## config.mk

```make
export PLATFORM = sky130hd
export DESIGN_NAME = decoder_sel_sequencer
export DESIGN_NICKNAME = d
export VERILOG_FILES = /design/src/rtl/decoder_sel_sequencer.sv
export SDC_FILE = /design/constraint.sdc
export NUM_CORES = 1
export LEC_CHECK = 0
export CELL_PAD_IN_SITES_DETAIL_PLACEMENT = 0
export CELL_PAD_IN_SITES_GLOBAL_PLACEMENT = 1
export CORE_AREA = 2 2 93 50
export CTS_BUF_LIST = sky130_fd_sc_hd__clkbuf_4
export CTS_CLUSTER_SIZE = 14
export DETAILED_ROUTE_END_ITERATION = 7
export DIE_AREA = 0 0 95 52
export GPL_ROUTABILITY_DRIVEN = 0
export GPL_TIMING_DRIVEN = 0
export PLACE_DENSITY = 0.69
export SLEW_MARGIN = 20
export SYNTH_ARGS = -nofsm -noshare
export SYNTH_HDL_FRONTEND = slang
export SYNTH_SLANG_ARGS = --single-unit
```

## constraint.sdc

```tcl
create_clock -name CLK -period 4.44 [get_ports CLK]
set_input_delay 0.888 -clock CLK [delete_from_list [all_inputs] [get_ports CLK]]
set_output_delay 0.888 -clock CLK [all_outputs]
set_load 0.005 [all_outputs]
```

## src/rtl/decoder_sel_sequencer.sv

```systemverilog
// -----------------------------------------------------------------------------
// decoder_sel_sequencer
//
// Purpose:
//   Upstream stage for a 3-to-8 one-hot decoder. Walks the decoder select
//   lines {A,B,C} (A = MSB) through every channel enabled in an 8-bit mask,
//   in ascending code order. Each code is held for DWELL cycles. A
//   start/busy/done handshake controls the scan. The scan is either a single
//   pass or continuous (wraps to the lowest enabled code). All outputs come
//   straight from flops, so a decoder placed downstream sees glitch-free
//   selects.
//
// Parameters:
//   DWELL  cycles each code is held with VALID high (1..255)
//   CW     dwell counter width, 2**CW must exceed DWELL
//
// Ports:
//   CLK       in   rising-edge clock
//   RST       in   synchronous active-high reset, highest priority
//   START     in   start request, sampled in IDLE only
//   STOP      in   abort request, sampled in RUN only
//   CONT      in   continuous mode, latched at an accepted START
//   MASK[7:0] in   channel enables (bit n = code n), latched at an accepted START
//   A,B,C     out  decoder select, A = bit 2, C = bit 0
//   VALID     out  {A,B,C} is a live channel select
//   STEP      out  one-cycle pulse on the first cycle of each new code
//   BUSY      out  high while a scan is running
//   DONE      out  one-cycle pulse on normal pass completion (or empty-mask START)
//   PASS_CNT  out  [7:0] saturating count of completed passes
//                  (present only with DECSEQ_PASS_CNT_EN)
//
// Build option:
//   DECSEQ_PASS_CNT_EN  when defined, adds the PASS_CNT output and its counter.
// -----------------------------------------------------------------------------
module decoder_sel_sequencer #(
  parameter int DWELL = 4,
  parameter int CW    = 8
) (
  input  logic       CLK,
  input  logic       RST,
  input  logic       START,
  input  logic       STOP,
  input  logic       CONT,
  input  logic [7:0] MASK,
  output logic       A,
  output logic       B,
  output logic       C,
  output logic       VALID,
  output logic       STEP,
  output logic       BUSY,
  output logic       DONE
`ifdef DECSEQ_PASS_CNT_EN
  ,
  output logic [7:0] PASS_CNT
`endif
);

  typedef enum logic [0:0] {
    S_IDLE = 1'b0,
    S_RUN  = 1'b1
  } state_t;

  localparam logic [CW-1:0] DWELL_C = CW'(DWELL);
  localparam logic [CW-1:0] CNT_ONE = CW'(1);
  localparam logic [CW-1:0] CNT_ZERO = CW'(0);

  // Search helper: returns {found, index} of the lowest set bit of m whose
  // index is >= from. A 'from' of 8 never matches, which is how "no higher
  // channel after code 7" falls out naturally.
  function automatic logic [3:0] first_set_from(input logic [7:0] m,
                                                input logic [3:0] from);
    logic [3:0] res;
    res = 4'b0000;
    // Scan downward so the lowest qualifying index is the last one written.
    for (int i = 7; i >= 0; i--) begin
      if (m[i] && (4'(i) >= from)) begin
        res = {1'b1, 3'(i)};
      end else begin
        res = res;
      end
    end
    return res;
  endfunction

  state_t          state_q, state_d;
  logic [2:0]      code_q, code_d;
  logic            valid_q, valid_d;
  logic            step_q, step_d;
  logic            busy_q, busy_d;
  logic            done_q, done_d;
  logic [CW-1:0]   cnt_q, cnt_d;
  logic [7:0]      mask_q, mask_d;
  logic            cont_q, cont_d;

  logic [3:0]      low_in_s;   // lowest enabled code of the live MASK input
  logic [3:0]      low_lat_s;  // lowest enabled code of the latched mask
  logic [3:0]      nxt_s;      // next enabled code above the current one
  logic            accept_s;
  logic            empty_s;
  logic            stop_s;
  logic            end_s;
  logic            adv_s;
  logic            wrap_s;
  logic            finish_s;

  // Scan events derived from the current state, latched mask and inputs.
  always_comb begin
    low_in_s  = first_set_from(MASK, 4'd0);
    low_lat_s = first_set_from(mask_q, 4'd0);
    nxt_s     = first_set_from(mask_q, {1'b0, code_q} + 4'd1);

    // low_in_s[3] is set exactly when MASK is non-zero.
    accept_s = (state_q == S_IDLE) && START && low_in_s[3];
    empty_s  = (state_q == S_IDLE) && START && !low_in_s[3];
    stop_s   = (state_q == S_RUN) && STOP;
    // STOP outranks every end-of-dwell action.
    end_s    = (state_q == S_RUN) && !STOP && (cnt_q == DWELL_C);
    adv_s    = end_s && nxt_s[3];
    wrap_s   = end_s && !nxt_s[3] && cont_q && low_lat_s[3];
    finish_s = end_s && !nxt_s[3] && !wrap_s;
  end

  // Next-state logic for the IDLE/RUN controller.
  always_comb begin
    state_d = state_q;
    case (state_q)
      S_IDLE: begin
        if (accept_s) begin
          state_d = S_RUN;
        end else begin
          state_d = S_IDLE;
        end
      end
      S_RUN: begin
        if (stop_s || finish_s) begin
          state_d = S_IDLE;
        end else begin
          state_d = S_RUN;
        end
      end
      default: begin
        state_d = S_IDLE;
      end
    endcase
  end

  // Next values of the registered outputs, dwell counter and latched config.
  // Everything not explicitly driven returns to its idle value.
  always_comb begin
    code_d  = 3'd0;
    valid_d = 1'b0;
    step_d  = 1'b0;
    busy_d  = 1'b0;
    done_d  = 1'b0;
    cnt_d   = CNT_ZERO;
    mask_d  = mask_q;
    cont_d  = cont_q;
    case (state_q)
      S_IDLE: begin
        if (accept_s) begin
          mask_d  = MASK;
          cont_d  = CONT;
          code_d  = low_in_s[2:0];
          cnt_d   = CNT_ONE;
          valid_d = 1'b1;
          step_d  = 1'b1;
          busy_d  = 1'b1;
        end else if (empty_s) begin
          // Nothing to scan: report completion immediately.
          done_d = 1'b1;
        end else begin
          done_d = 1'b0;
        end
      end
      S_RUN: begin
        if (stop_s) begin
          // Abort: silent return to idle, no DONE.
          done_d = 1'b0;
        end else if (adv_s) begin
          code_d  = nxt_s[2:0];
          cnt_d   = CNT_ONE;
          valid_d = 1'b1;
          step_d  = 1'b1;
          busy_d  = 1'b1;
        end else if (wrap_s) begin
          // A single-bit mask re-selects the same code, still with STEP.
          code_d  = low_lat_s[2:0];
          cnt_d   = CNT_ONE;
          valid_d = 1'b1;
          step_d  = 1'b1;
          busy_d  = 1'b1;
        end else if (finish_s) begin
          done_d = 1'b1;
        end else begin
          // Mid-dwell: hold the code and keep counting.
          code_d  = code_q;
          cnt_d   = cnt_q + CNT_ONE;
          valid_d = 1'b1;
          busy_d  = 1'b1;
        end
      end
      default: begin
        done_d = 1'b0;
      end
    endcase
  end

  // State register.
  always_ff @(posedge CLK) begin
    if (RST) begin
      state_q <= S_IDLE;
    end else begin
      state_q <= state_d;
    end
  end

  // Output, counter and latched-configuration registers.
  always_ff @(posedge CLK) begin
    if (RST) begin
      code_q  <= 3'd0;
      valid_q <= 1'b0;
      step_q  <= 1'b0;
      busy_q  <= 1'b0;
      done_q  <= 1'b0;
      cnt_q   <= CNT_ZERO;
      mask_q  <= 8'd0;
      cont_q  <= 1'b0;
    end else begin
      code_q  <= code_d;
      valid_q <= valid_d;
      step_q  <= step_d;
      busy_q  <= busy_d;
      done_q  <= done_d;
      cnt_q   <= cnt_d;
      mask_q  <= mask_d;
      cont_q  <= cont_d;
    end
  end

  assign A     = code_q[2];
  assign B     = code_q[1];
  assign C     = code_q[0];
  assign VALID = valid_q;
  assign STEP  = step_q;
  assign BUSY  = busy_q;
  assign DONE  = done_q;

`ifdef DECSEQ_PASS_CNT_EN
  logic [7:0] pass_q, pass_d;

  // Pass counter: cleared at accepted START, counts wraps and normal
  // completions, sticks at 255.
  always_comb begin
    pass_d = pass_q;
    if (accept_s) begin
      pass_d = 8'd0;
    end else if ((wrap_s || finish_s) && (pass_q != 8'hFF)) begin
      pass_d = pass_q + 8'd1;
    end else begin
      pass_d = pass_q;
    end
  end

  // Pass counter register.
  always_ff @(posedge CLK) begin
    if (RST) begin
      pass_q <= 8'd0;
    end else begin
      pass_q <= pass_d;
    end
  end

  assign PASS_CNT = pass_q;
`endif

endmodule

```

==> results of run 1 <==
==> power groups by stage <==
stage               logic [mW]  clock network (mW)  registers (mW)
finish                  0.0875              0.0978           0.236
global route            0.0962               0.115           0.238
CTS                     0.0866               0.106           0.236
detailed placement      0.0862                   0           0.241
global placement        0.0847                   0           0.240
floorplan               0.0544                   0           0.237
==> layout make-up <==
cell class,instances,area (µm²)
plain buffers,5,26.28
clock buffers,3,22.52
clock inverters,1,3.754
fillers,437,2501
inverters,11,41.29
multi-input cells,132,853.3
flip-flops and latches,24,480.5
well taps,57,71.32
repair buffers,19,190.2
==> logic make-up after synthesis <==
logic type / after synthesis
multiplexers: 6
flip-flops: 24
adder cells (fa/ha/maj): 5
XOR/XNOR: 7
AO/OA/AOI/OAI: 41
AND/OR/NAND/NOR: 73
buffers and inverters: 16
==> cells in the final DEF (no fill, tap or decap), types with 2 or more instances in the layout <==
cell                              netlist  layout
sky130_fd_sc_hd__nand2b_1               4       4
sky130_fd_sc_hd__mux2i_1                6       6
sky130_fd_sc_hd__or2_2                  3       3
sky130_fd_sc_hd__inv_1                 11      11
sky130_fd_sc_hd__o21bai_1               2       2
sky130_fd_sc_hd__o31ai_1                2       2
sky130_fd_sc_hd__and3_1                 3       3
sky130_fd_sc_hd__ha_1                   5       5
sky130_fd_sc_hd__a2111oi_0              2       2
sky130_fd_sc_hd__clkbuf_4               0       3
sky130_fd_sc_hd__nand2_1                6       6
sky130_fd_sc_hd__nor4_1                 3       3
sky130_fd_sc_hd__dfxtp_1               24      24
sky130_fd_sc_hd__nor3_1                 3       3
sky130_fd_sc_hd__a21oi_1               11      11
sky130_fd_sc_hd__a31oi_1                3       3
sky130_fd_sc_hd__buf_4                  2       2
sky130_fd_sc_hd__nand3_1               10      10
sky130_fd_sc_hd__nor2_1                30      30
sky130_fd_sc_hd__o21ai_0                4       4
sky130_fd_sc_hd__or3_1                  2       2
sky130_fd_sc_hd__clkbuf_1               3       3
sky130_fd_sc_hd__o22a_1                 2       2
sky130_fd_sc_hd__a211oi_1               3       3
sky130_fd_sc_hd__xor2_1                 5       5
sky130_fd_sc_hd__clkdlybuf4s50_1        0      19
sky130_fd_sc_hd__xnor2_1                2       2
sky130_fd_sc_hd__nor2b_1                4       4
sky130_fd_sc_hd__a21o_1                 3       3
==> worst min-delay path by stage <==
stage	endpoint	slack (ns)	cells after the start
global placement	cnt_q[7]	0.50	2
CTS	cnt_q[7]	0.55	2
floorplan	cnt_q[0]	0.48	1
global route	cont_q	0.58	2
detailed placement	cnt_q[7]	0.52	2
finish	cnt_q[0]	0.55	1
==> metrics by stage <==
| step | hold slack (ns) | cells | instance area [µm²] | utilization, % | setup slack (ns) |
|---|---|---|---|---|---|
| 2_1_floorplan | 0.4778 | 172 | 1401 | - | 2.119 |
| 3_3_place_gp | 0.4975 | 248 | 1663 | 39.68 | 1.360 |
| 3_5_place_dp | 0.5156 | 248 | 1663 | 39.68 | 1.385 |
| 4_1_cts | 0.5523 | 252 | 1689 | 40.31 | 1.746 |
| 5_1_grt | 0.5831 | 252 | 1689 | 40.31 | 1.560 |
| 6_report | 0.5547 | 252 | 1689 | 40.31 | 1.739 |
==> cells in the mapped netlist <==
library cell	count	share of area, %
sky130_fd_sc_hd__a2111oi_0	2	1.3
sky130_fd_sc_hd__o311a_1	1	0.71
sky130_fd_sc_hd__ha_1	5	4.5
sky130_fd_sc_hd__nor3_1	3	1.1
sky130_fd_sc_hd__and3_1	3	1.3
sky130_fd_sc_hd__clkbuf_1	3	0.80
sky130_fd_sc_hd__nand4_1	1	0.45
sky130_fd_sc_hd__nor4_1	3	1.3
sky130_fd_sc_hd__o21ai_0	4	1.4
sky130_fd_sc_hd__o21bai_1	2	1.1
sky130_fd_sc_hd__or4b_4	1	0.98
sky130_fd_sc_hd__a21oi_1	11	3.9
sky130_fd_sc_hd__nor2b_1	4	1.8
sky130_fd_sc_hd__dfxtp_1	24	34
sky130_fd_sc_hd__o22a_1	2	1.3
sky130_fd_sc_hd__o2bb2ai_1	1	0.63
sky130_fd_sc_hd__or3_1	2	0.89
sky130_fd_sc_hd__a2111oi_2	1	1.1
sky130_fd_sc_hd__nand2_1	6	1.6
sky130_fd_sc_hd__inv_1	11	2.9
sky130_fd_sc_hd__nand3_1	10	3.6
sky130_fd_sc_hd__o21a_1	1	0.54
sky130_fd_sc_hd__a211o_1	1	0.63
sky130_fd_sc_hd__a221oi_1	1	0.63
sky130_fd_sc_hd__a21o_1	3	1.6
sky130_fd_sc_hd__nor2_1	30	8.0
sky130_fd_sc_hd__xnor2_1	2	1.3
sky130_fd_sc_hd__o31ai_1	2	1.1
sky130_fd_sc_hd__o32ai_1	1	0.63
sky130_fd_sc_hd__nor4b_4	1	1.7
sky130_fd_sc_hd__nand3b_2	1	0.80
sky130_fd_sc_hd__nor3b_1	1	0.54
sky130_fd_sc_hd__a21boi_0	1	0.54
sky130_fd_sc_hd__mux2i_1	6	4.3
sky130_fd_sc_hd__nand2b_1	4	1.8
sky130_fd_sc_hd__buf_4	2	1.1
sky130_fd_sc_hd__a31oi_1	3	1.3
sky130_fd_sc_hd__a32oi_1	1	0.63
sky130_fd_sc_hd__xor2_1	5	3.1
sky130_fd_sc_hd__a211oi_1	3	1.6
sky130_fd_sc_hd__or2_2	3	1.3
==> state kept, by name, summed over array words and instances, names as in the netlist <==
name,flops
BUSY,1
cont_q,1
DONE,1
code_q,3
STEP,1
state_q,1
mask_q,8
cnt_q,8
==> routing by layer <==
metal | track usage (%) | wire length [µm]
met5 | 0 | 0
met4 | 2.899 | 14
met2 | 22.10 | 1347
met3 | 3.188 | 219
met1 | 25.33 | 2083
==> critical path, cell delays in order <==
cell	delay [ns]
sky130_fd_sc_hd__clkdlybuf4s50_1	0.47
sky130_fd_sc_hd__nor4_1	0.49
sky130_fd_sc_hd__a31oi_1	0.33
sky130_fd_sc_hd__nor2b_1	0.26
sky130_fd_sc_hd__or2_2	0.32
sky130_fd_sc_hd__o21bai_1	0.15
==> results, run 1 <==
- The total chip power is 0.4214 mW.
- Synthesis produced a netlist whose cell count is 172.
- In this run the remaining antenna-violating nets after routing total 0.
- The final critical path time including I/O delays and setup is 2.701 ns.
- The count of input and output buffers is 19.
- The post-route netlist has 6.154% of its cells at a drive strength greater than 1.
- The HPWL after detailed placement is 2.877 mm.
- The effective utilization at floorplan is 33.44%.
- The worst voltage drop across the vdd grid is 98.65 µV.
- In this run, the number of DRC markers left after iteration 0 of detailed routing was 199.
- The floorplan die area is 4940 µm².
- The path depth of the worst reg2reg path is 8.
- The flow ran to the end, and the final reports show no timing, DRC or antenna violations.
- The critical hold path startpoint is cnt_q[0].
- The post-cts sizing count is 0.
- Derived from the worst setup path, the maximum achievable clock frequency is 370.2 MHz.
- The basic-gate share of the synthesized area counting and, or, nand and nor cells is 27.23%.
- Yosys mapped the design onto 41 distinct sky130hd cell types.
- From bottom edge to top edge, the die measures 52 µm.
- Clock-pin slew was measured on the worst setup and hold paths at 0.13 ns.
- The endpoint class of the critical path is a flip-flop.
- Sequential cells account for 56.0% of the total power.
- The internal power is 0.3006 mW.
- Row generation in the floorplan step produced 17 rows.
- The net total in the final layout is 214.
- Setup repair after global routing left no endpoint under its margin.
- The horizontal die dimension is 95 µm.
- The root buffer cell chosen for the clock tree is sky130_fd_sc_hd__clkbuf_4.
- Net switching is 28.67% of the power.
- The largest family of logic cells by synthesized area is simple AND/OR/NAND/NOR gates.
- The clock drives 24 sinks.
- The maximum buffer depth of the clock tree is 2.
- The worst endpoint required time is 4.65 ns.
- The worst setup path category is input port to flip-flop.
- The clock share of power is 23.2%.
- The maximum number of pins on one net before global-route repair is 14.
- The final clock skew is 0.01011 ns.
- The first-pass GRT wire length is 5.975 mm.
- The iteration count of the initial detailed-routing pass is 4.
- Yosys printed 0 warnings.
- The total power density per cell area is 249.5 nW/µm².
- The endpoint of the worst-slack reg-to-reg timing path is code_q[0].
- Synthesis inferred 24 register bits.
- The tightest slew margin relative to the limit is 59.02%.
- The final number of hold-violating endpoints is 0.
- The critical register-to-register path startpoint is code_q[1].
- Combinational logic is responsible for 20.8% of the overall power.
- The synthesized netlist devotes 20.54% of its cell area to compound gates.
- The register-to-register path setup slack is 1.75 ns.
- Sequential cells were found to cover 34.29% of the synthesized design area.
- The level count of the clock H-tree is 1.
- The repair_antennas step left the layout with diodes totalling 0.
- The share of the synthesized netlist area taken by xor and xnor gates is 4.375%.
- The post-CTS repair timing setup buffer count is 0.
- The share of synthesized cell area in full adder, half adder and majority cells is 4.464%.
- For this run the aggregate overflow at the end of global routing stands at 0.
- The core region is 4190 µm².
- The total count of max-transition violations in the final report is 0.
- A synthesized cell averages 8.147 µm².
- Of the available clock period, the critical path in the final layout requires 60.84%.
- After synthesis, the share of cell area in mux cells is 4.286%.
- In this run the worst path has a maximum fanout of 6.
- The total DRC errors in the routed layout is 0.
- Summed over all layers, the routed wires come to 3.665 mm.
- After detailed routing, the number of vias per cell comes to 5.317.
- The clock latency on the worst-skew pair is 0.32 ns.
- The actual slew at the worst max-slew pin is 0.6110 ns.
- In this run the worst hold path is classified as flip-flop to flip-flop.
- The aggregate negative setup slack is 0 ns.
- Following the worst setup path forward leads to its endpoint at cnt_q[0].
- The arrival time reported for the critical path endpoint is 2.92 ns.
- TritonCTS built the clock tree.
- In this run the power spent charging and discharging nets is 0.1208 mW.
- The layout overhead on the synthesized area is 20.54%.
- The total CTS buffers is 3.
- The critical path startpoint category is an input port.
- For this design the top-level I/O count stands at 20.
- The number of global-route vias before repair came to 1207.
- The via count of the routed design is 1340.
- The setup-violating endpoint count in the final report is 0.
- Max-cap violations in this run came to 0.
- Buffers inserted to repair hold after CTS numbered 0.
- The leakage power total is 0.6474 nW.
- The launch point of the critical path is MASK[4].
- After detailed routing, the average wire length per cell comes to 14.54 µm.
- The total nets after synthesis is 190.
- The number of antenna violations at the first check in global routing is 0.
- The overall routing resource usage is 16.05%.
- The synthesized netlist occupies a cell area of 1401 µm².
Power figures use the tool's default switching activity.
==> run 2, diff against run 1 <==
- clock period: 4.44 -> 2.8 ns (I/O delays scaled with it)
==> run 2 against run 1 <==
Largest power group unchanged. Sequential cell count did not move. Critical path depth is 2 higher. Combinational power up 65%. Die area unchanged. Cell count stayed put. Clock skew fell by 0.0043 ns. Critical path type is now flip-flop to flip-flop. Clock power increased by 63%. Design area grew 1.0%. Global-route usage unchanged. Sequential share of layout area decreased by 0.29 points. Highest routed layer is now met3. Register-to-register slack worse by 1.6 ns.
==> results, run 2 (synthesized netlist as in run 1, its figures left out) <==
- The endpoint class of the critical path is a flip-flop.
- The violation count after the first detailed-routing iteration is 161 (-19%).
- The worst path needs 2.650 ns of the cycle, external delays included.
- The setup slack after layout is 0.1496 ns (-1.589 ns).
- The cell area after layout is 1707 µm² (+1.0%).
- On the critical path the largest part of the delay comes from compound AO/OA/AOI/OAI gates.
- The effective utilization at floorplan is 33.44% (unchanged).
- The register-to-register path setup slack is 0.15 ns (-1.60 ns).
- The total core area is 4190 µm² (unchanged).
- Among all stages on the critical path, the largest delay is contributed by sky130_fd_sc_hd__dfxtp_1.
- The smallest hold slack is 0.5507 ns (-0.004066 ns).
- The clock tree from TritonCTS is yes.
- The die height was 52 µm (unchanged).
- The routed length on met2 was 1.360 mm (+0.97%).
- The hold path depth is 2 (+1).
- The count of inserted antenna diode cells is 0 (unchanged).
- The maximum number of pins on one net before global-route repair is 14 (unchanged).
- Walking the worst path, the cells encountered are inv_1 -> ha_1 -> a21oi_1 -> o21ai_0 -> a2111oi_4 -> a31oi_1 -> or2_2 -> o21bai_1.
- The final number of hold-violating endpoints was 0 (unchanged).
- The floorplan die area is 4940 µm² (unchanged).
- The routed length on met3 is 263 µm (+20%).
- The total CTS buffers is 3 (unchanged).
- The total count of max-transition violations in the final report was 0 (unchanged).
- The mean number of vias per cell came to 5.329 (+0.22%).
- The tightest slew margin relative to the limit is 61.66% (+2.6 points).
- The setup-violating endpoint count in the final report is 0 (unchanged).
- The final routed wirelength across all metal layers came to 3.664 mm (about the same).
- The layout cell share with drive strength beyond 1 is 6.667% (+0.51 points).
- The stage delay of the slowest cell on the critical path is 0.56 ns (+0.07 ns).
- The largest fanout of any net on the critical path came to 8 (+2).
- The total power density per cell area is 396.9 nW/µm² (+59%).
- The critical path startpoint category is a flip-flop.
- The count of nets left with antenna violations after detail routing was 0 (unchanged).
- The run finished with clean final reports.
- The standard-cell row count is 17 (unchanged).
- The most common cell after layout, fill and taps aside is sky130_fd_sc_hd__nor2_1.
- The worst voltage drop across the vdd grid is 156.3 µV (+58%).
- The worst setup path is of the flip-flop to flip-flop kind.
- In this run the critical register-to-register path is captured at cnt_q[0].
- The net total in the final layout is 214 (unchanged).
- The final clock skew came to 0.005778 ns (-0.004328 ns).
- The residual overflow from global routing was 0 (unchanged).
- The level count of the clock H-tree is 1 (unchanged).
- The layout overhead on the synthesized area is 21.79%.
- The part of the cycle the worst path needs is 94.66%.
- The iteration count of the initial detailed-routing pass is 5 (+1).
- The worst endpoint required time was 3.02 ns (-1.63 ns).
- The critical hold path startpoint is cnt_q[7].
- The total DRC errors in the routed layout was 0 (unchanged).
- The arrival time reported for the critical path endpoint is 2.87 ns (-0.05 ns).
- In the layout the commonest cells are sky130_fd_sc_hd__nor2_1, sky130_fd_sc_hd__dfxtp_1, sky130_fd_sc_hd__clkdlybuf4s50_1.
- The aggregate negative setup slack came to 0 ns (unchanged).
- The leakage power total is 0.6513 nW (+0.61%).
- The highest metal layer carrying signal wires in the routed design is met3.
- The actual slew at the worst max-slew pin was 0.5724 ns (-0.03858 ns).
- The number of antenna violations at the first check in global routing came to 0 (unchanged).
- The clock latency on the worst-skew pair came to 0.32 ns (about the same).
- The wire length on met1 is 2.040 mm (-2.1%).
- The horizontal die dimension was 95 µm (unchanged).
- The placement-stage worst setup slack is 0.07304 ns (-1.312 ns).
- In this run the worst hold path is classified as flip-flop to flip-flop.
- The root buffer cell is sky130_fd_sc_hd__clkbuf_4.
- The maximum frequency from static timing analysis is 377.3 MHz.
- The sink count of the clock tree was 24 (unchanged).
- The number of violations of the max-capacitance limit is 0 (unchanged).
- The HPWL after detailed placement is 2.877 mm (unchanged).
- The critical register-to-register path startpoint is code_q[1].
- The path depth of the worst reg2reg path is 8 (unchanged).
- Setup repair after global routing left no endpoint under its margin.
- The first-pass GRT wire length is 5.975 mm (unchanged).
- The overall routing resource usage is 16.05% (unchanged).
- The total chip power was 0.6773 mW (+61%).
- The number of global-route vias before repair was 1207 (unchanged).
- The via count of the routed design came to 1343 (+0.22%).
- The clock-pin slew of the registers on the worst-case setup and hold paths came to 0.14 ns (about the same).
- The worst hold path terminates at cnt_q[7].
- The boundary pin count was 20 (unchanged).
- The count of input and output buffers is 19 (unchanged).
- The maximum buffer depth of the clock tree is 2 (unchanged).
- The instance area after placement is 1663 µm² (unchanged).
- The count of buffering cells on the critical path with inverters included was 1 (unchanged).
- The average wire per cell in the routed design is 14.54 µm (about the same).
- The largest registers in the layout are cnt_q x8, mask_q x8, code_q x3.
run 2: metal layers:
metal	track usage, %	up-vias
met3	3.188	0
met2	22.10	56
met5	0	-
li1	-	662
met4	2.899	0
met1	25.33	625
run 2: per-stage QoR:
step	std cells	util [%]
floorplan	172	-
global placement	248	39.68
detailed placement	248	39.68
CTS	252	40.31
global route	252	40.73
finish	252	40.73
run 2: cell type report:
class / count / area [µm²]
clock inverters: 1 / 3.754
flip-flops and latches: 24 / 480.5
repair buffers: 19 / 190.2
fillers: 438 / 2484
multi-input cells: 132 / 870.8
inverters: 11 / 41.29
plain buffers: 5 / 26.28
clock buffers: 3 / 22.52
well taps: 57 / 71.32
run 2: worst max-delay path by stage:
| stage | endpoint | depth (start not counted) | slack (ns) | startpoint |
|---|---|---|---|---|
| after floorplan | cnt_q[0] | 8 | 0.48 | code_q[1] |
| after global placement | cnt_q[0] | 6 | 0.05 | MASK[4] |
| after detailed placement | cnt_q[0] | 6 | 0.07 | MASK[4] |
| after CTS | code_q[0] | 8 | 0.13 | code_q[1] |
| after global routing | cnt_q[0] | 8 | 0.05 | code_q[1] |
| final | cnt_q[0] | 8 | 0.15 | code_q[1] |
run 2: worst min-delay path: cells and delay by family (launching register included):
family                    cells  cell delay, ns
xor gates and xnor gates      1            0.07
DFF                           1            0.38
and+or+nand+nor               1            0.07
run 2: report_power, final:
part           total, mW  switching [mW]  leakage, nW  internal, mW
registers          0.375          0.0187        0.196         0.356
logic              0.144          0.0725        0.440        0.0716
clock network      0.159           0.107       0.0154        0.0522
run 2: timing repair:
action	4_1_cts	5_1_grt
setup endpoints to repair	0	3
hold buffers	0	0
resized for setup	0	3
buffers inserted	0	0
